--- src/rtl/led_sequencer_ctrl.sv ---
// LED bank sequencer: prescaled step timebase, mode-driven pattern generator
// (static/blink/scan/count/rotate) and global PWM dimming behind a small register file.
module led_sequencer_ctrl #(
  parameter int unsigned TICK_DIV = 50000,
  parameter int unsigned N_LEDS   = 8
) (
  input  logic              clock,
  input  logic              reset,
  input  logic              cfg_we,
  input  logic [1:0]        cfg_addr,
  input  logic [15:0]       cfg_wdata,
  output logic [15:0]       cfg_rdata,
  output logic              step,
  output logic [N_LEDS-1:0] leds
);

  localparam int unsigned PRE_W = (TICK_DIV > 1) ? $clog2(TICK_DIV) : 1;
  localparam int unsigned POS_W = (N_LEDS > 1) ? $clog2(N_LEDS) : 1;

  typedef enum logic { IDLE, RUN } seq_state_t;

  typedef enum logic [2:0] {
    M_OFF    = 3'd0,
    M_STATIC = 3'd1,
    M_BLINK  = 3'd2,
    M_SCAN   = 3'd3,
    M_COUNT  = 3'd4,
    M_ROTATE = 3'd5
  } mode_t;

  logic [2:0]        mode;
  logic              enable;
  logic [15:0]       period;
  logic [N_LEDS-1:0] pattern;
  logic [7:0]        duty;

  logic [PRE_W-1:0]  pre;
  logic [15:0]       step_cnt;
  logic [7:0]        pwm_cnt;
  seq_state_t        state;

  logic              phase;
  logic [POS_W-1:0]  pos;
  logic              dir_down;
  logic [N_LEDS-1:0] cnt;
  logic [N_LEDS-1:0] rot;

  logic              tick;
  logic [15:0]       period_eff;
  logic              step_evt;
  logic              gate;
  logic              wr_ctrl;
  logic              wr_period;
  logic              wr_pattern;
  logic              wr_duty;
  logic [N_LEDS-1:0] raw;

  always_comb begin
    tick       = (pre == PRE_W'(TICK_DIV - 1));
    period_eff = (period == '0) ? 16'd1 : period;
    step_evt   = (state == RUN) && enable && tick &&
                 (({1'b0, step_cnt} + 17'd1) >= {1'b0, period_eff});
    gate       = (pwm_cnt < duty);
    wr_ctrl    = cfg_we && (cfg_addr == 2'd0);
    wr_period  = cfg_we && (cfg_addr == 2'd1);
    wr_pattern = cfg_we && (cfg_addr == 2'd2);
    wr_duty    = cfg_we && (cfg_addr == 2'd3);
  end

  always_comb begin
    raw = '0;
    if (state == RUN) begin
      case (mode)
        M_STATIC: raw = pattern;
        M_BLINK:  raw = phase ? pattern : '0;
        M_SCAN:   raw = N_LEDS'(1) << pos;
        M_COUNT:  raw = cnt;
        M_ROTATE: raw = rot;
        default:  raw = '0;
      endcase
    end
  end

  always_ff @(posedge clock) begin
    if (reset) begin
      mode      <= '0;
      enable    <= 1'b0;
      period    <= '0;
      pattern   <= '0;
      duty      <= '0;
      pre       <= '0;
      step_cnt  <= '0;
      pwm_cnt   <= '0;
      state     <= IDLE;
      phase     <= 1'b0;
      pos       <= '0;
      dir_down  <= 1'b0;
      cnt       <= '0;
      rot       <= '0;
      step      <= 1'b0;
      leds      <= '0;
      cfg_rdata <= '0;
    end else begin
      pre     <= tick ? '0 : pre + PRE_W'(1);
      pwm_cnt <= pwm_cnt + 8'd1;
      step    <= step_evt;
      leds    <= raw & {N_LEDS{gate}};

      case (cfg_addr)
        2'd0:    cfg_rdata <= {12'd0, enable, mode};
        2'd1:    cfg_rdata <= period;
        2'd2:    cfg_rdata <= 16'(pattern);
        default: cfg_rdata <= {8'd0, duty};
      endcase

      if (wr_ctrl) begin
        mode   <= cfg_wdata[2:0];
        enable <= cfg_wdata[3];
      end
      if (wr_period)  period  <= cfg_wdata;
      if (wr_pattern) pattern <= cfg_wdata[N_LEDS-1:0];
      if (wr_duty)    duty    <= cfg_wdata[7:0];

      case (state)
        IDLE: begin
          step_cnt <= '0;
          if (enable) state <= RUN;
        end
        default: begin
          if (!enable) begin
            state    <= IDLE;
            step_cnt <= '0;
          end else if (step_evt) begin
            step_cnt <= '0;
          end else if (tick) begin
            step_cnt <= step_cnt + 16'd1;
          end
          // A register write in the same clock wins; the step still pulses but does not advance state.
          if (step_evt && !cfg_we) begin
            case (mode)
              M_BLINK: phase <= ~phase;
              M_SCAN: begin
                if (!dir_down) begin
                  if (pos == POS_W'(N_LEDS - 1)) begin
                    pos      <= pos - POS_W'(1);
                    dir_down <= 1'b1;
                  end else begin
                    pos <= pos + POS_W'(1);
                  end
                end else begin
                  if (pos == '0) begin
                    pos      <= POS_W'(1);
                    dir_down <= 1'b0;
                  end else begin
                    pos <= pos - POS_W'(1);
                  end
                end
              end
              M_COUNT:  cnt <= cnt + N_LEDS'(1);
              M_ROTATE: rot <= {rot[N_LEDS-2:0], rot[N_LEDS-1]};
              default: ;
            endcase
          end
        end
      endcase

      if (wr_ctrl || wr_period) step_cnt <= '0;
      if (wr_ctrl) begin
        phase    <= 1'b1;
        pos      <= '0;
        dir_down <= 1'b0;
        cnt      <= '0;
        rot      <= pattern;
      end
      if (wr_pattern && (mode == M_ROTATE)) rot <= cfg_wdata[N_LEDS-1:0];
    end
  end

endmodule

--- config.mk ---
export PLATFORM = sky130hd
export DESIGN_NAME = led_sequencer_ctrl
export DESIGN_NICKNAME = d
export VERILOG_FILES = /design/src/rtl/led_sequencer_ctrl.sv
export SDC_FILE = /design/constraint.sdc
export NUM_CORES = 1
export LEC_CHECK = 0
export ABC_AREA = 0
export BUFFER_PORTS_ARGS = -buffer_cell sky130_fd_sc_hd__buf_2
export CORE_ASPECT_RATIO = 0.9
export CORE_MARGIN = 2
export CORE_UTILIZATION = 46
export CTS_BUF_LIST = sky130_fd_sc_hd__clkbuf_8
export CTS_CLUSTER_DIAMETER = 60
export CTS_CLUSTER_SIZE = 16
export DETAILED_ROUTE_END_ITERATION = 12
export GPL_TIMING_DRIVEN = 0
export PLACE_DENSITY_LB_ADDON = 0.3
export SLEW_MARGIN = 20
export SYNTH_ARGS = -nofsm -noshare
export SYNTH_HDL_FRONTEND = slang
export SYNTH_SLANG_ARGS = --single-unit
--- constraint.sdc ---
create_clock -name clock -period 4.23 [get_ports clock]
set_clock_uncertainty 0.1 [all_clocks]
set_input_delay 0.423 -clock clock [delete_from_list [all_inputs] [get_ports clock]]
set_output_delay 0.423 -clock clock [all_outputs]
set_load 0.01 [all_outputs]
==> out/metrics.yaml <==
startpoint_type: "register"
r2r_cells: 14
p_leak_nw: 2.93
start_util_pct: 47.5
grt_max_degree: 17
globalRouteOverflowTotal: 0
grt_pass1_vias: 5326
yosysMostFrequentCell: "dfxtp_1"
place.gp.congestion: 0.921
fmax_mhz: 255
hold_slack_ns: 0.114
reg2reg_slack_ns: 0.31
clk_latency_ns: 0.45
relSlewSlack_pct: 39.8
ys.flop_type: "dfxtp_1"
p_seq_share_pct: 48.3
clk_pin_slew_worst_paths_ns: 0.08
cts_hold_buf: 0
io_pins: 46
utilization_pct: 54.0
grt_pass1_wl_mm: 26.3
setup_ws_ns: 0.310
root_buffer: "clkbuf_8"
finalPower_mw: 2.49
dp_cells: 947
placed_area_um2: 6790
nFillCells: 1248
yosysTopAreaCellShare_pct: 38.7
synthTopCellsByCount: "dfxtp_1 (123), nand2_1 (93), nor2_1 (71)"
wl_per_cell_um: 16.1
portBuffers: 43
drt-initial-drc-count: 484
nets: 857
end_kind: "register"
switching_power_mw: 0.658
cap_violations: 0
synth_area_leader_cell: "dfxtp_1"
drc: 0
p_sw_share_pct: 26.4
syn_inst: 736
path_max_fanout: 10
setup_viol_count_final: 0
crit_arrival_ns: 4.20
post-route-period-util_pct: 92.7
core_um2: 13400
cts_buffer_depth: 2
syn-cell-area_um2: 6370
cts_num_sinks: 123
drv_slew: 0
power.clock.fraction_pct: 43.2
drt_pass1_iterations: 5
hold_depth: 3
pre_cts_ws_ns: -0.145
drive_gt1_share_pct: 14.6
syn_to_final_growth_pct: 13.8
comb_power_share_pct: 8.6
synth_warnings: 0
die_w_um: 128
synth-edff-count: 0
layout_min_cycle_time_ns: 3.92
vias_per_cell: 5.53
numCtsBuffers: 17
tightest_slew_ns: 0.897
ys_ff_latch: 123
synth.top_cells.by_area: "dfxtp_1 (39%), ha_1 (7.1%), nand2_1 (5.5%), mux2i_1 (4.9%), xor2_1 (4.4%)"
intPower_mw: 1.83
hpwlAfterDp_mm: 11.8
final_cells: 981
hold_viol: 0
power.density_nw_per_um2: 343
grt_usage_pct: 22.8
antenna_cells: 0
tns_ns: 0
crit_type: "reg2reg"
wirelength_mm: 15.8
cp.required_ns: 4.51
synth.yosys.seq_area_share_pct: 38.7
ant_nets: 0
die_h_um: 116
ir_drop_uv: 228
die_area_um2: 14800
status: "complete, no violations"
synth_area_per_cell_um2: 8.65
synth_nets: 793
stdcell_area_um2: 7250
cts_tree: "yes"
htreeDepth: 4
hold_path.class: "in2reg"
num_vias: 5422
rsz0062_at_grt: "no"
rows: 40
antenna_found_initial: 0
synthArstFlopShare_pct: 0
yosysUniqueCellTypes: 56
cell usage in the layout, fill, tap and decap left out, types with 6 or more instances in the layout:
| cell type | netlist | final |
|---|---|---|
| clkbuf_8 | 0 | 20 |
| nor3_1 | 11 | 11 |
| inv_1 | 30 | 30 |
| a31oi_1 | 9 | 9 |
| mux2i_1 | 31 | 31 |
| nand4_1 | 11 | 11 |
| and2_1 | 9 | 9 |
| xor2_1 | 32 | 32 |
| nor4_1 | 8 | 7 |
| or2_2 | 7 | 7 |
| nor2_1 | 71 | 71 |
| a21oi_1 | 44 | 44 |
| clkbuf_1 | 28 | 28 |
| nand2b_1 | 8 | 8 |
| ha_1 | 36 | 36 |
| nand3_1 | 25 | 25 |
| nand2_1 | 93 | 93 |
| nor2b_1 | 16 | 16 |
| dfxtp_1 | 123 | 123 |
| buf_2 | 4 | 47 |
| o2bb2ai_1 | 8 | 8 |
| nor3b_1 | 9 | 9 |
| and3_1 | 16 | 16 |
| xnor2_1 | 17 | 17 |
| a21o_1 | 6 | 6 |
| nor2_2 | 10 | 10 |
| o21ai_0 | 9 | 9 |
critical path, stage by stage (launching register included):
cell	delay (ns)
dfxtp_1	0.41
ha_1	0.25
nand3_1	0.26
nor4_4	0.42
nand3_1	0.17
nor2_1	0.16
xor2_1	0.16
ha_1	0.28
a21o_1	0.19
a21o_1	0.17
a211oi_1	0.21
o211ai_1	0.21
a2111o_1	0.55
buf_6	0.22
nor2_2	0.10
layout make-up:
cell class	count	area, um^2	area share, %
Multi-Input combinational cell	545	3640	50.2
Sequential cell	123	2460	34.0
Clock buffer	20	275	3.80
Timing Repair Buffer	45	230	3.18
Tap cell	168	210	2.90
Buffer	38	178	2.45
Clock inverter	12	141	1.95
Inverter	30	113	1.55
layer usage:
metal,vias to the layer above,routed length [um],global-route usage [%]
met2,166,7070,36.3
met5,-,0,0
li1,2677,-,-
met4,0,331,8.42
met1,2546,7500,30.1
met3,33,940,5.77
path summary, 6_finish.rpt:
| check | start | end |
|---|---|---|
| max | step_cnt[0]$_SDFFE_PP0P_ | step_cnt[10]$_SDFFE_PP0P_ |
| min | cfg_wdata[11] | period[11]$_SDFFE_PP0P_ |
| max reg2reg | step_cnt[0]$_SDFFE_PP0P_ | step_cnt[10]$_SDFFE_PP0P_ |
| min reg2reg | pwm_cnt[0]$_SDFF_PP0_ | pwm_cnt[0]$_SDFF_PP0_ |
power groups by stage:
stage / Clock (mW) / Combinational, mW / Sequential [mW]
2_1_floorplan: 0 / 0.136 / 1.22
3_3_place_gp: 0 / 0.193 / 1.23
3_5_place_dp: 0 / 0.198 / 1.23
4_1_cts: 1.09 / 0.207 / 1.20
5_1_grt: 1.15 / 0.234 / 1.20
6_report: 1.07 / 0.213 / 1.20
cell families after synthesis:
kind of cell	count (synthesis)	share of synthesized area [%]
simple gates	312	24.5
xor+xnor	49	6.74
mux	40	7.17
flops	123	38.7
fa+ha+maj	36	7.07
compound gates	108	11.3
buf+inv	68	4.56
registers in the layout, summed over array words and instances (netlist names):
register / cells
phase: 1
period: 16
enable: 1
rot: 8
duty: 8
pre: 16
cfg_rdata: 16
leds: 8
pos: 3
mode: 3
dir_down: 1
step_cnt: 16
state: 1
cnt: 8
pwm_cnt: 8
pattern: 8
step: 1
timing repair:
action,4_1_cts,5_1_grt
setup buffers,2,0
cloned,0,0
endpoints found under the hold margin,0,0
endpoints found under the setup margin,19,19
gates resized for setup,1,2
pin swaps,1,0
(Power assumes the default switching activity.)
